### src/rtl/reg_wr_arbiter.sv
// Two-requester write arbiter for reg_file: per-requester request FIFOs drained
// round-robin, one entry per cycle, into registered write-port outputs.

module reg_wr_fifo #(
  parameter int DW    = 16,
  parameter int AW    = 3,
  parameter int DEPTH = 2
) (
  input  logic          clk,
  input  logic          reset,
  input  logic          push_valid,
  input  logic [AW-1:0] push_addr,
  input  logic [DW-1:0] push_data,
  output logic          ready,
  input  logic          pop,
  output logic          empty,
  output logic [AW-1:0] head_addr,
  output logic [DW-1:0] head_data
);
  localparam int PW = $clog2(DEPTH);
  localparam int CW = $clog2(DEPTH + 1);

  logic [DEPTH-1:0][AW+DW-1:0] mem;
  logic [PW-1:0]               wp, rp;
  logic [CW-1:0]               count;
  logic                        push, pop_ok;

  // ready is a pure function of occupancy, so a full FIFO stays not-ready
  // even in a cycle where it is being popped.
  assign ready  = (count < CW'(DEPTH));
  assign empty  = (count == '0);
  assign push   = push_valid & ready;
  assign pop_ok = pop & ~empty;
  assign {head_addr, head_data} = mem[rp];

  always_ff @(posedge clk) begin
    if (reset) begin
      wp    <= '0;
      rp    <= '0;
      count <= '0;
    end else begin
      if (push) begin
        mem[wp] <= {push_addr, push_data};
        wp      <= wp + 1'b1;
      end
      if (pop_ok) rp <= rp + 1'b1;
      case ({push, pop_ok})
        2'b10:   count <= count + 1'b1;
        2'b01:   count <= count - 1'b1;
        default: count <= count;
      endcase
    end
  end
endmodule

module reg_wr_arbiter #(
  parameter int DW    = 16,
  parameter int AW    = 3,
  parameter int DEPTH = 2
) (
  input  logic          clk,
  input  logic          reset,
  input  logic          req0_valid,
  input  logic [AW-1:0] req0_addr,
  input  logic [DW-1:0] req0_data,
  output logic          req0_ready,
  input  logic          req1_valid,
  input  logic [AW-1:0] req1_addr,
  input  logic [DW-1:0] req1_data,
  output logic          req1_ready,
  input  logic          hold,
  output logic          wr,
  output logic [AW-1:0] wr_addr,
  output logic [DW-1:0] d_in,
  output logic          wr_src,
  output logic          idle
);
  localparam int NREQ = 2;

  logic [NREQ-1:0]         valid, ready, pop, empty;
  logic [NREQ-1:0][AW-1:0] addr, head_addr;
  logic [NREQ-1:0][DW-1:0] data, head_data;
  logic                    prio, any_gnt, gnt;

  assign valid = {req1_valid, req0_valid};
  assign addr  = {req1_addr, req0_addr};
  assign data  = {req1_data, req0_data};
  assign req0_ready = ready[0];
  assign req1_ready = ready[1];

  for (genvar g = 0; g < NREQ; g++) begin : g_fifo
    reg_wr_fifo #(.DW(DW), .AW(AW), .DEPTH(DEPTH)) u_fifo (
      .clk        (clk),
      .reset      (reset),
      .push_valid (valid[g]),
      .push_addr  (addr[g]),
      .push_data  (data[g]),
      .ready      (ready[g]),
      .pop        (pop[g]),
      .empty      (empty[g]),
      .head_addr  (head_addr[g]),
      .head_data  (head_data[g])
    );
  end

  // With both heads present prio decides; otherwise the lone non-empty FIFO wins.
  always_comb begin
    any_gnt = ~hold & ~(empty[0] & empty[1]);
    gnt     = (~empty[0] & ~empty[1]) ? prio : empty[0];
    pop     = '0;
    pop[gnt] = any_gnt;
  end

  always_ff @(posedge clk) begin
    if (reset) begin
      wr      <= 1'b0;
      wr_addr <= '0;
      d_in    <= '0;
      wr_src  <= 1'b0;
      prio    <= 1'b0;
    end else begin
      wr <= any_gnt;
      if (any_gnt) begin
        wr_addr <= head_addr[gnt];
        d_in    <= head_data[gnt];
        wr_src  <= gnt;
        prio    <= ~gnt;
      end
    end
  end

  assign idle = empty[0] & empty[1] & ~wr;
endmodule
### config.mk
export PLATFORM = sky130hd
export DESIGN_NAME = reg_wr_arbiter
export DESIGN_NICKNAME = d
export VERILOG_FILES = /design/src/rtl/reg_wr_arbiter.sv
export SDC_FILE = /design/constraint.sdc
export NUM_CORES = 1
export LEC_CHECK = 0
export ABC_AREA = 1
export CORE_ASPECT_RATIO = 0.8
export CORE_MARGIN = 2
export CORE_UTILIZATION = 25
export DETAILED_ROUTE_END_ITERATION = 10
export HOLD_SLACK_MARGIN = 0.08
export PLACE_DENSITY_LB_ADDON = 0.15
export SLEW_MARGIN = 20
export SYNTH_ARGS = -nofsm -noshare
export SYNTH_HDL_FRONTEND = slang
export SYNTH_SLANG_ARGS = --single-unit
### constraint.sdc
create_clock -name clk -period 3.1 [get_ports clk]
set_clock_uncertainty 0.1 [all_clocks]
set_input_delay 0.31 -clock clk [delete_from_list [all_inputs] [get_ports clk]]
set_output_delay 0.31 -clock clk [all_outputs]
set_load 0.005 [all_outputs]
# == Word level (Yosys, flattened, before mapping) ==
# Index checks and enable logic that the tools add are counted.
# classes
add_sub_neg,8
n_lt_le_gt_ge,10
bitwise,16
reduce_logical,9
n_eq_ne,4
mux,19
# op_table
op,n
$mux W19,6
$bwmux W38,2
$demux W19 S1,2
$mux W16,2
$lt A1 B2 Y1 const B,5
$and A1 B1 Y1,8
$pmux W2 S2,2
$not A1 Y1,7
$mux W3,2
$add A1 B1 Y1 const B,4
$add A2 B1 Y2 const B,2
$eq A2 B1 Y1 const B,2
$eq A2 B2 Y1 const B,2
$logic_not A2 Y1,2
$lt A2 B2 Y1 const B,2
$reduce_and A2 Y1,2
$reduce_bool A2 Y1,2
$sub A2 B1 Y2 const B,2
$ge A1 B1 Y1 const B,3
$logic_and A1 B1 Y1,3
$and A2 B2 Y2,1
$mux W1,2
$demux W1 S1,1
# totals
reg_bits,106
inputBits,43
output_inout_bits,24
word_cells,81

# == Depth between registers and ports, before layout ==
# Gate-level depths: netlist of the first run.
# depth
depth_word,12
depth_mapped,12
ltp_nobuf,11

# == By module ==
# A second synthesis of the first run with hierarchy kept.
# hier_totals
hier_cells,454
hier_area_um2,4551.9
# modules_own_cells
module,seq_area_each_um2,cells_per_inst,area_per_inst_um2,instances
reg_wr_fifo,1221.2,134,1639.1,2
reg_wr_arbiter,440.4,186,1273.7,1

# == Least setup slack after synthesis of the first run ==
# No wires, ideal clock.
# synth_path
path_kind,reg-to-reg
start,reg g_fifo[1].u_fifo.count[1]
end,reg g_fifo[1].u_fifo.mem[19] in the netlist's numbering (enable)
setup_slack_ps,695
path_buffers,0
synth_period_minus_slack_ps,2405
stages_incl_launch_ff,4
required_time_ps,2581
arrival_time_ps,1886
setup_time_ps,419
cell_sequence,dfxtp_1 -> inv_1 -> nand2_1 -> nor3_1
# synth_between
elab_chain_len,3
# synth_rtl
item,line_no,text
start: declaration,25,logic [CW-1:0] count;
start signal: assignment,48,2'b10: count <= count + 1'b1;
start signal: assignment,49,2'b01: count <= count - 1'b1;
start signal: assignment,50,default: count <= count;
$lt A2 B2 Y1,30,assign ready = (count < CW'(DEPTH));
named net req1_ready,70,"output logic req1_ready,"
$and A1 B1 Y1,32,assign push = push_valid & ready;
$reduce_and A2 Y1 (no source line),--,
end signal: indexed assignment,43,"mem[wp] <= {push_addr, push_data};"
end: declaration,23,logic [DEPTH-1:0][AW+DW-1:0] mem;
# The timed path passes the listed nets, and every way through them passes these cells.
# A chain may end at the register's enable or synchronous reset.

# == Final worst setup path of the first run ==
# layout_path
start,reg g_fifo[0].u_fifo.count[0]
end,reg g_fifo[1].u_fifo.count[1]
# layout_between
elab_chain_len,12
elab_cells_between_ends,18
classes_between,order compare: 2; eq/ne: 2; mux: 4; bitwise: 7; reduce/logical: 3
# layout_rtl
item,line_no,text
start: declaration,25,
start signal: assignment,48,
start signal: assignment,49,
start signal: assignment,50,
$logic_not A2 Y1 *,31,assign empty = (count == '0);
$not A1 Y1,109,gnt = (~empty[0] & ~empty[1]) ? prio : empty[0];
$and A1 B1 Y1,109,
$mux W1,109,
$lt A1 B2 Y1 (implied by the code) or $ge A1 B1 Y1 (tied branches),111,pop[gnt] = any_gnt;
$logic_and A1 B1 Y1 (implied by the code),111,
$mux W1 (implied by the code),111,
$demux W1 S1,111,
$and A2 B2 Y2 (no source line) *,--,
$and A1 B1 Y1 *,33,assign pop_ok = pop & ~empty;
named net g_fifo[1].u_fifo.pop_ok,26,"logic push, pop_ok;"
$eq A2 B1 Y1 or $eq A2 B2 Y1 (tied branches),47,"case ({push, pop_ok})"
$pmux W2 S2 or $reduce_bool A2 Y1 (tied branches),--,
# The timed path passes the listed nets; every way through them passes the cells marked *.

==> impl_metrics.toml, run 1 <==
[run_status]
status = "finished clean"

[floorplanning]
io_pins = 67
fp.dieW_um = 150
num_rows = 42
fp.dieH_um = 121
start_util_pct = 25.7
core_area_um2 = 16700
die_area_um2 = 18200

[detailed_routing]
ant_nets = 0
dr.pass1.iters = 4
routed_via_density = 4.13
drtIter0Drc = 132
remaining_drc_errors = 0
routedWlPerCell_um = 13.9
drt_wl_total_mm = 9.79
num_vias = 2918

[clock_tree]
numCtsBuffers = 9
clock-root-buffer = "clkbuf_16"
clkSinkCount = 106
clk_latency_ns = 0.34
clockBufferDepth = 2
path_clk_slew_ns = 0.07
htree_levels = 3
cts_tree = "yes"
cts_hold_buf = 0
postCtsSetupBuffers = 0
cts_resized = 0

[synth]
netlist_area_um2 = 4290
ys_async_sr_fraction_pct = 0
yosysWarnings = 0
synth.distinct_cells = 24
synth_edf_count = 76
synth_most_common_cell = "nand2_1"
netlist_instances = 417
ys_ff_latch = 106
syn_avg_cell_area_um2 = 10.3
synth_fp_nets = 462
synth.top_cell.area_share_pct = 53.3
synth_ff_type = "edfxtp_1"
synth_top_area_cell = "edfxtp_1"
netlist_top_cells_area = "edfxtp_1 53%, nand2_1 18%, dfxtp_1 14%, a21oi_1 2.9%, nand3_1 2.1%"
seq_area_frac_synth_pct = 67.3
yosys-top-cells-count = "202 x nand2_1, 76 x edfxtp_1, 30 x dfxtp_1, 25 x a21oi_1, 18 x nand3_1"

[finish]
design_area_um2 = 5440
areaGrowthSynthToFinish_pct = 27.0
drive_gt1_share_pct = 8.44
nets = 527
antennaDiodeCount = 0

[global_route]
grtUsageTotal_pct = 11.4
met3_usage_pct = 3.31
grt_max_degree = 24
antenna_found_initial = 0
grt_util_met2_pct = 17.1
grt.met1_usage_pct = 15.7
grt_pass1_wl_mm = 15.4
grt_pass1_vias = 2948
busiest_layer = "met2"
overflow = 0

[power]
vdd_drop_max_v = 0.000317
p_per_area_nw_per_um2 = 852
p_leak_nw = 2.11

[worst_setup_path]
cp_max_fo = 23
slowest_stage = "dfxtp_1"
ff2ff_path_depth = 11
slowest_delay_ns = 0.35
path_cells = "nor2_2, nand2_2, nand2_4, inv_2, nand2_4, inv_2, ha_1, a21oi_1, o21ai_0, o21ai_0, a21oi_1"
path_class = "register to register"
required_ns = 3.23
crit_buf_inv = 2
critPathTopFamily = "simple AND/OR/NAND/NOR gates"
worstSetupStartpointType = "register"
timing.rr.end = "g_fifo[1].u_fifo.count[1]"
end_kind = "register"
worstPathArrival_ns = 2.33
ff2ff_setup_slack_ns = 0.90
r2r_start = "g_fifo[0].u_fifo.count[0]"

[timing]
tightest_slew_ns = 0.752
finalSetupTns_ns = 0
period_needed_ns = 2.20
slew_violations = 0
hold_violations = 0
relSlewSlack_pct = 49.7
rsz0062_at_grt = "false"
setup_viol = 0
period_share_pct = 71.0
fmax_mhz = 454

[hold_path]
min_path_cells = 2
hp-start = "g_fifo[1].u_fifo.wp"
worstHoldPathType = "register to register"
hold_end = "g_fifo[1].u_fifo.wp"

[placement]
port_buffers = 66
place.gp.congestion = 0.728
dp_hpwl_mm = 6.96
dpl_cell_area_um2 = 5130

[job]
max-cap-violations = 0
[sequential cells by signal, indices dropped and copies added, names as in the netlist]
signal               cells
wr_src                   1
g_fifo.u_fifo.mem       76
prio                     1
d_in                    16
wr                       1
g_fifo.u_fifo.count      4
g_fifo.u_fifo.rp         2
g_fifo.u_fifo.wp         2
wr_addr                  3
[where the power goes]
part,switching (W),internal [W]
Combinational,0.000943,0.000624
Clock,0.000484,0.000698
Sequential,0.000122,0.00176
[cell usage in the layout, fill, tap and decap left out]
cell / instances
nand2_1: 202
nand2_2: 1
nor2_2: 1
nor2_1: 9
xor2_1: 1
dfxtp_1: 30
buf_4: 9
nand3_2: 3
edfxtp_1: 76
ha_1: 2
clkbuf_16: 9
clkinv_2: 3
nand3_1: 18
o21ai_2: 1
inv_2: 3
nor3_2: 2
a21oi_1: 25
clkdlybuf4s50_1: 66
bufinv_16: 2
o21ai_0: 6
a21oi_2: 4
nand2_4: 2
clkinvlp_4: 1
inv_1: 10
[per-stage QoR]
step	worst slack, ns	hold slack, ns	util, %	cells	power [W]
final	0.900	0.365	32.7	706	0.00463
after global routing	0.626	0.397	32.7	706	0.00497
after CTS	0.891	0.367	32.7	706	0.00471
after detailed placement	0.583	0.357	30.8	691	0.00351
after global placement	0.623	0.348	30.8	691	0.00350
after floorplan	0.695	0.309	-	417	0.00299
[final cells by class]
class,instances,area [um2]
clock buffer,9,225
timing repair buffer,75,728
tap,220,275
clock inverter,6,82.6
multi-input combinational,277,1200
fill,1700,11200
sequential,106,2880
inverter,13,48.8
[metal layers]
| metal | wire (um) | vias to the layer above |
|---|---|---|
| met5 | 0 | - |
| met4 | 162 | 0 |
| li1 | - | 1493 |
| met1 | 4860 | 1347 |
| met3 | 471 | 14 |
| met2 | 4290 | 64 |
[cells by family (layout without fill, tap and decap cells)]
| kind of cell | count (synthesis) | in the layout | share of synthesized area, % |
|---|---|---|---|
| simple gates | 238 | 238 | 22.3 |
| flops | 106 | 106 | 67.3 |
| compound gates | 36 | 36 | 4.64 |
| buf+inv | 34 | 103 | 4.96 |
| fa+ha+maj | 2 | 2 | 0.584 |
| xor+xnor | 1 | 1 | 0.204 |
[worst register-to-register path: stages, from the launching register on]
cell     delay, ns
dfxtp_1       0.35
nor2_2        0.16
nand2_2       0.10
nand2_4       0.23
inv_2         0.23
nand2_4       0.12
inv_2         0.04
ha_1          0.31
a21oi_1       0.12
o21ai_0       0.11
o21ai_0       0.16
a21oi_1       0.05
[worst max path at each step]
stage                         startpoint                        end  cells after the start
6_report       g_fifo[0].u_fifo.count[0]  g_fifo[1].u_fifo.count[1]                     11
5_1_grt        g_fifo[0].u_fifo.count[0]  g_fifo[1].u_fifo.count[1]                     11
4_1_cts        g_fifo[0].u_fifo.count[0]  g_fifo[1].u_fifo.count[1]                     11
3_5_place_dp                        hold  g_fifo[1].u_fifo.count[1]                     11
3_3_place_gp                        hold  g_fifo[1].u_fifo.count[1]                     11
2_1_floorplan  g_fifo[1].u_fifo.count[1]   g_fifo[1].u_fifo.mem[19]                      3
(Power assumes the default switching activity.)
==> run 2, diff against run 1 <==
- clock period: 3.1 -> 2 ns (I/O delays scaled with it)
==> impl_metrics.toml, run 2 (same netlist as run 1, synthesis figures left out) <==
[run_status]
status = "finished clean"

[timing]
slew_violations = 0
fin_hold_ws_ns = 0.334
setup_viol = 0
relSlewSlack_pct = 69.3
period_needed_ns = 1.88
tightest_slew_ns = 0.459
rsz0062_at_grt = "false"
period_share_pct = 93.8
finalSetupTns_ns = 0
hold_violations = 0
fmax_mhz = 533

[worst_setup_path]
path_cells = "nor2_2, nand2_2, nor2_1, clkdlybuf4s50_1"
cp.depth = 4
worstPathArrival_ns = 1.58
worstSetupStartpointType = "register"
crit_buf_inv = 1
critPathTopFamily = "buffers and inverters"
required_ns = 1.70
path_class = "register to output port"
ff2ff_path_depth = 11
cp_max_fo = 4
end_kind = "output port"
slowest_delay_ns = 0.51
slowest_stage = "clkdlybuf4s50_1"

[job]
max-cap-violations = 0

[floorplanning]
core_area_um2 = 16700
io_pins = 67
start_util_pct = 25.7
fp.dieH_um = 121
die_area_um2 = 18200
num_rows = 42
fp.dieW_um = 150

[detailed_routing]
routed_via_density = 4.13
drt_wl_total_mm = 9.86
dr.pass1.iters = 4
drtIter0Drc = 134
num_vias = 2956
routedWlPerCell_um = 13.8
ant_nets = 0
remaining_drc_errors = 0

[clock_tree]
cts_hold_buf = 0
numCtsBuffers = 9
htree_levels = 3
clkSinkCount = 106
path_clk_slew_ns = 0.07
clock-root-buffer = "clkbuf_16"
clk_latency_ns = 0.34
postCtsSetupBuffers = 0
clockBufferDepth = 2
cts_tree = "yes"
cts_resized = 0

[power]
p_leak_nw = 2.14
power_switching_w = 0.00245
power.share.switching_pct = 34.5
pwr-share-comb_pct = 36.4
vdd_drop_max_v = 0.000460
p_int_w = 0.00466
p_seq_share_pct = 41.0
p_per_area_nw_per_um2 = 1290
clockPowerShare_pct = 22.6

[placement]
place.gp.congestion = 0.712
dp_hpwl_mm = 7.04
dp.cells = 699
port_buffers = 66

[global_route]
grt_pass1_wl_mm = 15.9
grt_max_degree = 23
grt_pass1_vias = 2961
overflow = 0
grtUsageTotal_pct = 11.7
antenna_found_initial = 0

[finish]
nets = 535
fin_cells = 715
largest_reg_flops = 76
areaGrowthSynthToFinish_pct = 28.9
antennaDiodeCount = 0
layout_common_cells = "202 x nand2_1, 76 x edfxtp_1, 66 x clkdlybuf4s50_1, 30 x dfxtp_1, 25 x a21oi_1"
utilization_pct = 33.2
drive_gt1_share_pct = 9.49
final_common_cell = "nand2_1"
largest_register = "g_fifo.u_fifo.mem"
top_regs = "g_fifo.u_fifo.mem: 76 flops, d_in: 16 flops, g_fifo.u_fifo.count: 4 flops"

[hold_path]
worstHoldPathType = "input pin to register"
min_path_cells = 1
==> run 2: final timing paths <==
kind | start | to | slack [ns]
worst max-delay path | g_fifo[0].u_fifo.count[0] | idle | 0.12
worst min-delay path | req0_data[8] | g_fifo[0].u_fifo.mem[27] | 0.33
worst max register to register | g_fifo[0].u_fifo.count[0] | g_fifo[1].u_fifo.count[1] | 0.19
worst min register to register | g_fifo[1].u_fifo.wp | g_fifo[1].u_fifo.wp | 0.36
==> run 2: metal layers <==
metal	GRT usage (%)	share of wire [%]	vias to the layer above
li1	-	-	1511
met1	15.8	49	1362
met2	17.8	44	75
met3	3.80	5.9	8
met4	3.36	0.76	0
met5	0	0	-
==> run 2: power groups by stage <==
stage	combinational, W	sequential [W]	clock [W]
after floorplan	0.00170	0.00294	0
after global placement	0.00262	0.00296	0
after detailed placement	0.00264	0.00296	0
after CTS	0.00266	0.00292	0.00168
after global routing	0.00296	0.00295	0.00176
final	0.00259	0.00291	0.00161
==> run 2: final cells by class <==
class / instances / area, um2
clock inverter: 4 / 28.8
fill: 1673 / 11100
timing repair buffer: 83 / 851
clock buffer: 12 / 236
inverter: 13 / 48.8
sequential: 106 / 2880
tap: 220 / 275
multi-input combinational: 277 / 1200
==> run 2: through the flow <==
| stage | instance area (um2) | worst slack (ns) | power [W] |
|---|---|---|---|
| after floorplan | 4300 | 0.123 | 0.00464 |
| after global placement | 5260 | 0.0498 | 0.00559 |
| after detailed placement | 5260 | 0.0224 | 0.00561 |
| after CTS | 5520 | 0.0957 | 0.00725 |
| after global routing | 5520 | 0.0254 | 0.00768 |
| final | 5520 | 0.125 | 0.00711 |
==> run 2: worst reg2reg max path, delay by kind of cell, from the launching register on <==
| family | cells | cell delay (ns) |
|---|---|---|
| compound gates | 4 | 0.46 |
| simple gates | 4 | 0.40 |
| flops | 1 | 0.35 |
| fa+ha+maj | 1 | 0.31 |
| buf+inv | 2 | 0.09 |
